`src/rtl/alu_operand_arbiter_pkg.sv`:
```
// Shared encodings for the ALU operand arbiter.
// State and mux-select values used by the FSM and the mux bank.
package alu_operand_arbiter_pkg;

  typedef enum logic [1:0] {
    ARB_IDLE  = 2'd0,
    ARB_GNT_A = 2'd1,
    ARB_GNT_B = 2'd2
  } arb_state_t;

  localparam logic SEL_A = 1'b0;
  localparam logic SEL_B = 1'b1;

  function automatic arb_state_t grant_of(input logic s);
    return (s == SEL_B) ? ARB_GNT_B : ARB_GNT_A;
  endfunction

endpackage

```
`src/rtl/mux_2_1.sv`:
```
// Single-bit 2:1 mux cell.
// select 0 -> A, select 1 -> B.
module mux_2_1 (
  output logic out,
  input  logic A,
  input  logic B,
  input  logic select
);

  assign out = select ? B : A;

endmodule

```
`src/rtl/alu_operand_arbiter.sv`:
```
// Round-robin arbiter sharing one ALU operand between requesters A and B.
// Define ALU_ARB_STATS_EN to add saturating per-requester accept counters.
module alu_operand_arbiter
  import alu_operand_arbiter_pkg::*;
#(
  parameter int WIDTH = 8
`ifdef ALU_ARB_STATS_EN
  , parameter int CNT_W = 16
`endif
) (
  input  logic             clk,
  input  logic             reset,
  input  logic             req_a,
  input  logic [WIDTH-1:0] data_a,
  input  logic             req_b,
  input  logic [WIDTH-1:0] data_b,
  output logic             grant_a,
  output logic             grant_b,
  output logic             ack_a,
  output logic             ack_b,
  output logic [WIDTH-1:0] data_out,
  output logic             out_valid,
  input  logic             out_ready
`ifdef ALU_ARB_STATS_EN
  , output logic [CNT_W-1:0] cnt_a
  , output logic [CNT_W-1:0] cnt_b
`endif
);

  arb_state_t state;
  arb_state_t nxt;
  logic       sel;
  logic       last;
  logic       accept;

  assign out_valid = grant_a | grant_b;
  assign accept    = out_valid & out_ready;
  assign ack_a     = grant_a & out_ready;
  assign ack_b     = grant_b & out_ready;

  // On accept the other requester goes first; a held req is a new operand.
  always_comb begin
    nxt = state;
    unique case (state)
      ARB_IDLE: begin
        unique case (1'b1)
          req_a & req_b:  nxt = grant_of(~last);
          req_a & ~req_b: nxt = ARB_GNT_A;
          ~req_a & req_b: nxt = ARB_GNT_B;
          default:        nxt = ARB_IDLE;
        endcase
      end
      ARB_GNT_A: begin
        if (out_ready) begin
          nxt = req_b ? ARB_GNT_B : (req_a ? ARB_GNT_A : ARB_IDLE);
        end else if (!req_a) begin
          nxt = ARB_IDLE;
        end
      end
      ARB_GNT_B: begin
        if (out_ready) begin
          nxt = req_a ? ARB_GNT_A : (req_b ? ARB_GNT_B : ARB_IDLE);
        end else if (!req_b) begin
          nxt = ARB_IDLE;
        end
      end
      default: nxt = ARB_IDLE;
    endcase
  end

  always_ff @(posedge clk or posedge reset) begin
    if (reset) begin
      state   <= ARB_IDLE;
      grant_a <= 1'b0;
      grant_b <= 1'b0;
      sel     <= SEL_A;
      last    <= SEL_B;
    end else begin
      state   <= nxt;
      grant_a <= (nxt == ARB_GNT_A);
      grant_b <= (nxt == ARB_GNT_B);
      sel     <= (nxt == ARB_GNT_B) ? SEL_B : SEL_A;
      if (accept) begin
        last <= sel;
      end
    end
  end

  for (genvar i = 0; i < WIDTH; i++) begin : g_mux
    mux_2_1 u_mux (
      .out    (data_out[i]),
      .A      (data_a[i]),
      .B      (data_b[i]),
      .select (sel)
    );
  end

`ifdef ALU_ARB_STATS_EN
  always_ff @(posedge clk or posedge reset) begin
    if (reset) begin
      cnt_a <= '0;
      cnt_b <= '0;
    end else begin
      if (ack_a && (cnt_a != '1)) begin
        cnt_a <= cnt_a + 1'b1;
      end
      if (ack_b && (cnt_b != '1)) begin
        cnt_b <= cnt_b + 1'b1;
      end
    end
  end
`endif

endmodule

```
`config.mk`:
```
export PLATFORM = sky130hd
export DESIGN_NAME = alu_operand_arbiter
export DESIGN_NICKNAME = d
export VERILOG_FILES = /design/src/rtl/alu_operand_arbiter_pkg.sv /design/src/rtl/mux_2_1.sv /design/src/rtl/alu_operand_arbiter.sv
export SDC_FILE = /design/constraint.sdc
export NUM_CORES = 1
export LEC_CHECK = 0
export ABC_AREA = 1
export CAP_MARGIN = 20
export CELL_PAD_IN_SITES_DETAIL_PLACEMENT = 1
export CELL_PAD_IN_SITES_GLOBAL_PLACEMENT = 2
export CORE_UTILIZATION = 15
export DETAILED_ROUTE_END_ITERATION = 7
export GPL_ROUTABILITY_DRIVEN = 1
export PLACE_DENSITY_LB_ADDON = 0.1
export SYNTH_ARGS = -nofsm -noshare
export SYNTH_HDL_FRONTEND = slang
export SYNTH_SLANG_ARGS = --single-unit
export TNS_END_PERCENT = 20
```
`constraint.sdc`:
```
create_clock -name clk -period 2.23 [get_ports clk]
set_input_delay 0.5575 -clock clk [delete_from_list [all_inputs] [get_ports clk]]
set_output_delay 0.5575 -clock clk [all_outputs]
set_load 0.005 [all_outputs]
```
Word-level counts from Yosys, hierarchy flattened
Cells that the tools add are included.
{"block": "word_totals", "regBits": 6, "inputBits": 21, "out_inout_bits": 13, "wordCells": 39}
{"block": "classes", "n_eq_ne": 4, "mux": 20, "bitwise_logic": 9, "reduce_logical": 1}
{"op": "$mux W2", "count": 8}
{"op": "$pmux W2 S3", "count": 2}
{"op": "$mux W1", "count": 10}
{"op": "$and A1 B1 Y1", "count": 6}
{"op": "$eq A2 B1 Y1 const B", "count": 2}
{"op": "$eq A2 B2 Y1 const B", "count": 2}
{"op": "$logic_not A2 Y1", "count": 1}
{"op": "$not A1 Y1", "count": 2}
{"op": "$or A1 B1 Y1", "count": 1}

Logic depth before layout (Yosys ltp)
Gate-level depths: netlist of the first run.
{"block": "logic_depth", "depth_word": 6, "depth_mapped": 4}

Modules after synthesis
Synthesis of the first run repeated with hierarchy kept, for this count alone.
{"block": "hier_totals", "hier_cells": 67, "area_unflattened_um2": 377.9}
{"module": "alu_operand_arbiter", "instances": 1, "cells_each": 35, "area_per_inst_um2": 257.7, "seq_area_each_um2": 126.4}
{"module": "mux_2_1", "instances": 8, "cells_each": 4, "area_per_inst_um2": 15.0, "seq_area_each_um2": 0.0}

Worst setup path before layout of the first run
Ideal clock, no wire load.
{"block": "synth_path", "kind": "register to output", "from": "register grant_b", "to": "output port out_valid", "t_arrival_ns": 0.778, "required_time_ns": 1.673, "path_slack_ns": 0.894, "path_stages_with_launch": 3, "path_buffers": 1, "path_cell_list": "dfrtp_1 buf_2 or2_1"}
{"block": "synth_between", "elab_chain_cells": 1}
{"element": "from (decl)", "line": "alu_operand_arbiter.sv:18", "text": "output logic grant_b,"}
{"element": "from (signal assigned)", "line": "alu_operand_arbiter.sv:81", "text": "grant_b <= (nxt == ARB_GNT_B);"}
{"element": "$or A1 B1 Y1", "line": "alu_operand_arbiter.sv:36", "text": "assign out_valid = grant_a | grant_b;"}
{"element": "to (decl)", "line": "alu_operand_arbiter.sv:22", "text": "output logic out_valid,"}
No other way between the ends.

Worst setup path in the final report of the first run
{"block": "layout_path", "from": "input port data_a[7]", "to": "output port data_out[7]"}
{"block": "layout_between", "elab_chain_cells": 1}
{"element": "from (decl)", "line": "alu_operand_arbiter.sv:14", "text": "input logic [WIDTH-1:0] data_a,"}
{"element": "$mux W1", "line": "mux_2_1.sv:10", "text": "assign out = select ? B : A;"}
{"element": "to (decl)", "line": "alu_operand_arbiter.sv:21", "text": "output logic [WIDTH-1:0] data_out,"}
No other way between the ends.

==> reports/metrics.cfg, run 1 <==
[setup_path]
cp_cell_sequence = clkdlybuf4s50_1, nand2_1, nand2_1, clkdlybuf4s50_1
regToRegStartpoint = last$_DFFE_PP1P_
timing.rr.end = grant_b$_DFF_PP0_
r2r_setup_slack_ns = 1.34
worstPathRequired_ns = 1.67
path_class = in2out
path_buf_inv = 2
crit_path_end_kind = output port
path_delay_family = buffers and inverters
cp-start-kind = input port
max_stage_delay_ns = 0.49
critPathSlowestCell = clkdlybuf4s50_1
setup.worst_path.start = data_a[7]
cp.depth = 4
cp_max_fo = 1
r2r_cells = 3
crit_arrival_ns = 1.62

[status]
status = completed

[clocking]
cts.sinks = 5
cts_max_level = 1
insertion_delay_ns = 0.23
cts_root_buf = clkbuf_4
ctsLongestPathBuffers = 2
post_cts_buffers = 0
cts_buffers = 3
cts_tree = built
clk_pin_slew_ns = 0.04

[sta]
period_minus_slack_ns = 2.18
finalHoldViolCount = 0
setup_tns_ns = 0
setup_viol = 0
rsz0062_at_grt = no
timing.fmax_ghz = 0.459
slew_headroom_pct = 83.0
min_period_over_period_pct = 97.7
drv_slew = 0
worst_slew_pin_slew_ns = 0.255
finClkSkew_ns = 0.00182

[synth]
ys_seq_area_share_pct = 28.9
synth_fp_nets = 96
synth-seq-cells = 5
synthesis.area_um2 = 437
yosys_warnings = 0
syn_avg_cell_area_um2 = 5.82
synthesis.instances = 75
synthDistinctLibCells = 11

[place]
placed_area_um2 = 756
dpl.cell_count = 132
place_congestion = 0.670
post-dp-hpwl_um = 1090
numPortBuffers = 33

[floorplan]
rows = 19
fp.dieW_um = 56.0
ios = 34
die_area_um2 = 3130
coreArea_um2 = 2760
start_util_pct = 15.8
die_h_um = 56.0

[layout]
finish.utilization_pct = 28.7
layout-drive-gt1-share_pct = 6.67
insertedDiodeCount = 0
final_common_cell = nand2_1
area_growth_syn_to_layout_pct = 81.1
fin_cells = 136
fillCellCount = 359
nets = 127
layout_common_cells = 36 x nand2_1, 28 x clkdlybuf4s50_1, 10 x nand3_1
fin_area_um2 = 791

[grt]
grtUsageTotal_pct = 8.94
grt_pass1_vias = 522
antenna_found_initial = 0
grt_max_degree = 12
grt_pass1_wl_um = 2250
grt_overflow = 0

[route]
remaining_drc_errors = 0
dr.pass1.iters = 3
ant_nets = 0
avgRoutedWirePerCell_um = 9.62
num_vias = 516
totalWireLength_um = 1310
drt_iter0_markers = 12
viasPerCell = 3.79

[power]
vdd_drop_max_v = 0.000418
p_leak_nw = 0.441
powerDensity_nw_per_um2 = 895

[worst_hold_path]
hold_class = in2async

[flow_run]
cap_viol_max_count = 0

[state kept, by name (all words and copies together) (netlist names)]
signal and cells:
grant_b 1, last 1, state 2, grant_a 1
[final cells by class]
| cell class | instances | area, µm² | share of cell area, % |
|---|---|---|---|
| clock buffers | 4 | 26.3 | 3.32 |
| inverters | 10 | 37.5 | 4.75 |
| multi-input cells | 51 | 208 | 26.3 |
| flip-flops and latches | 5 | 126 | 16.0 |
| well taps | 31 | 38.8 | 4.91 |
| repair buffers | 35 | 354 | 44.8 |
[power breakdown]
group	internal, mW	total, mW	leakage [nW]	switching, mW
registers	0.140	0.172	0.0609	0.0315
logic	0.246	0.436	0.365	0.190
clock network	0.0673	0.0996	0.0150	0.0323
total	0.453	0.707	0.441	0.254
[how the worst max path moves through the flow]
| stage | slack, ns | to |
|---|---|---|
| global route | 0.006 | data_out[0] |
| floorplan | 0.89 | out_valid |
| finish | 0.05 | data_out[7] |
| detailed placement | -0.04 | ack_b |
| CTS | 0.04 | data_out[7] |
| global placement | -0.04 | ack_b |
[logic make-up after synthesis]
group                  synth area share [%]
AO/OA/AOI/OAI                          1.15
flip-flops                             28.9
AND/OR/NAND/NOR                        46.4
buffers and inverters                  23.5
[metrics by stage]
stage	total power [mW]	hold slack, ns	worst slack [ns]
floorplan	0.428	0.335	0.894
detailed placement	0.631	0.526	-0.0447
finish	0.707	0.517	0.0510
global route	0.791	0.527	0.00601
global placement	0.630	0.519	-0.0389
CTS	0.736	0.523	0.0376
[cells in the mapped netlist, drive strengths merged]
master  instances  share of area [%]
nand2          36                 31
inv            10                8.6
nand3          10                 11
buf             9                 15
dfrtp           4                 23
nor2            3                2.6
dfstp           1                6.0
o21ai           1                1.1
or2             1                1.4
[what timing repair did]
item / 4_1_cts / 5_1_grt
gates resized for setup: 1 / 4
endpoints found under the setup margin: 2 / 4
hold buffers: 0 / 0
[per-layer routing]
metal  routed length [µm]  vias up  GRT usage (%)
li1                     -      279              -
met1                  574      223           11.1
met2                  657       14           15.0
met3                   76        0           3.72
met4                    0        0           1.05
met5                    0        -              0
No activity file was read; power rests on OpenSTA's default activity.
==> run 2: changes to the inputs <==
--- a/config.mk
+++ b/config.mk
@@ -12,7 +12,7 @@
 export CORE_UTILIZATION = 15
 export DETAILED_ROUTE_END_ITERATION = 7
 export GPL_ROUTABILITY_DRIVEN = 1
-export PLACE_DENSITY_LB_ADDON = 0.1
+export PLACE_DENSITY = 0.88
 export SYNTH_ARGS = -nofsm -noshare
 export SYNTH_HDL_FRONTEND = slang
 export SYNTH_SLANG_ARGS = --single-unit
==> run 2 against run 1 <==
Largest cell class unchanged; total power rose by 1.4%; combinational power fell by 3%; via count rose by 6.4%; largest power group unchanged.
==> reports/metrics.cfg, run 2 (synthesis gave the netlist of run 1 again) <==
[route]
remaining_drc_errors = 0  ; unchanged
drt_iter0_markers = 29  ; +17
viasPerCell = 4.04  ; +6.4%
avgRoutedWirePerCell_um = 10.0  ; +4.1%
totalWireLength_um = 1360  ; +4.1%
num_vias = 549  ; +6.4%
ant_nets = 0  ; unchanged
dr.pass1.iters = 4  ; +1

[sta]
setup_viol = 0  ; unchanged
finClkSkew_ns = 0.00152  ; -0.000308 ns
worst_slew_pin_slew_ns = 0.227  ; -0.0273 ns
rsz0062_at_grt = no
finalHoldViolCount = 0  ; unchanged
slew_headroom_pct = 84.8  ; +1.8 points
setup_tns_ns = 0  ; unchanged
drv_slew = 0  ; unchanged
timing.fmax_ghz = 0.458  ; -0.21%
period_minus_slack_ns = 2.18  ; +0.00462 ns
min_period_over_period_pct = 97.9  ; +0.21 points

[setup_path]
path_class = in2out
critPathSlowestCell = clkdlybuf4s50_1
crit_path_end_kind = output port
regToRegStartpoint = last$_DFFE_PP1P_
setup.worst_path.start = data_b[4]
cp-start-kind = input port
cp_max_fo = 1  ; unchanged
cp_cell_sequence = clkdlybuf4s50_1, nand2_1, nand2_1, clkdlybuf4s50_1
path_delay_family = buffers and inverters
path_buf_inv = 2  ; unchanged
crit_arrival_ns = 1.63  ; about the same
max_stage_delay_ns = 0.50  ; about the same
worstPathRequired_ns = 1.67  ; about the same

[floorplan]
die_area_um2 = 3130  ; unchanged
rows = 19  ; unchanged
start_util_pct = 15.8  ; unchanged
coreArea_um2 = 2760  ; unchanged
fp.dieW_um = 56.0  ; unchanged
ios = 34  ; unchanged
die_h_um = 56.0  ; unchanged

[grt]
grt_pass1_wl_um = 2360  ; +4.9%
grt_max_degree = 9  ; -3
grt_overflow = 0  ; unchanged
antenna_found_initial = 0  ; unchanged
grtUsageTotal_pct = 9.77  ; +0.83 points
grt_pass1_vias = 554  ; +6.1%

[clocking]
ctsLongestPathBuffers = 2  ; unchanged
cts.sinks = 5  ; unchanged
cts_hold_buf = 0  ; unchanged
post_cts_buffers = 0  ; unchanged
cts_max_level = 1  ; unchanged
clk_pin_slew_ns = 0.04  ; about the same
cts_root_buf = clkbuf_4
cts_tree = built
insertion_delay_ns = 0.25  ; +0.02 ns
cts_buffers = 3  ; unchanged

[layout]
nets = 127  ; unchanged
fin_area_um2 = 788  ; -0.32%
area_growth_syn_to_layout_pct = 80.5
largest_register_ffs = 2  ; unchanged
layout-drive-gt1-share_pct = 7.62  ; +0.95 points
regMostFlops = state
layout_common_cells = 36 x nand2_1, 29 x clkdlybuf4s50_1, 10 x nand3_1
finish.utilization_pct = 28.6  ; -0.091 points
insertedDiodeCount = 0  ; unchanged
final_common_cell = nand2_1

[power]
power_uw = 718  ; +1.4%
p_leak_nw = 0.431  ; -2.4%
powerDensity_nw_per_um2 = 910  ; +1.7%
vdd_drop_max_v = 0.000401  ; -4.2%

[status]
status = completed

[place]
place_congestion = 0.750  ; +12%
post-dp-hpwl_um = 1150  ; +5.5%
numPortBuffers = 33  ; unchanged
placed_area_um2 = 756  ; unchanged

[flow_run]
cap_viol_max_count = 0  ; unchanged

[worst_hold_path]
hold_class = in2async

-- run 2: routing by layer --
layer	global-route usage [%]	vias to the layer above	share of wire (%)	routed length (µm)
met4	7.32	0	1.0	14
met5	0	-	0	0
li1	-	276	-	-
met3	3.72	2	12	160
met1	11.1	235	45	607
met2	14.8	36	42	578
-- run 2: what timing repair did --
item,4_1_cts,5_1_grt
cloned,0,0
resized for setup,1,4
setup endpoints to repair,2,5
-- run 2: layout make-up --
type | instances | area [µm²]
clock buffer | 4 | 26.3
fill | 353 | 1970
inverter | 10 | 37.5
multi-input combinational | 51 | 208
sequential | 5 | 126
tap | 31 | 38.8
timing repair buffer | 35 | 352
-- run 2: power by group --
| part | switching, mW | internal [mW] |
|---|---|---|
| sequential | 0.0455 | 0.140 |
| combinational | 0.176 | 0.248 |
| clock | 0.0397 | 0.0678 |
| total | 0.261 | 0.456 |
-- run 2: worst register-to-register path, cell delays in order (launching register included) --
cell,delay [ns]
dfstp_2,0.53
nand2_1,0.05
nand3_1,0.11
nand3_1,0.09
-- run 2: stage by stage --
step	instances	hold WS, ns	setup WS [ns]
3_3_place_gp	132	0.536	-0.0341
5_1_grt	136	0.542	0.00249
6_report	136	0.510	0.0464
3_5_place_dp	132	0.526	-0.0422
2_1_floorplan	75	0.335	0.894
4_1_cts	136	0.513	0.0324
-- run 2: path summary, 6_finish.rpt --
check / end / slack (ns) / cells past startpoint
max reg2reg: grant_b$_DFF_PP0_ / 1.34 / 3
min: state[0]$_DFF_PP0_ / 0.51 / 2
max in group asynchronous: last$_DFFE_PP1P_ / 1.48 / 2
max: data_out[4] / 0.05 / 4
min reg2reg: last$_DFFE_PP1P_ / 0.53 / 2
min in group clk: last$_DFFE_PP1P_ / 0.53 / 2
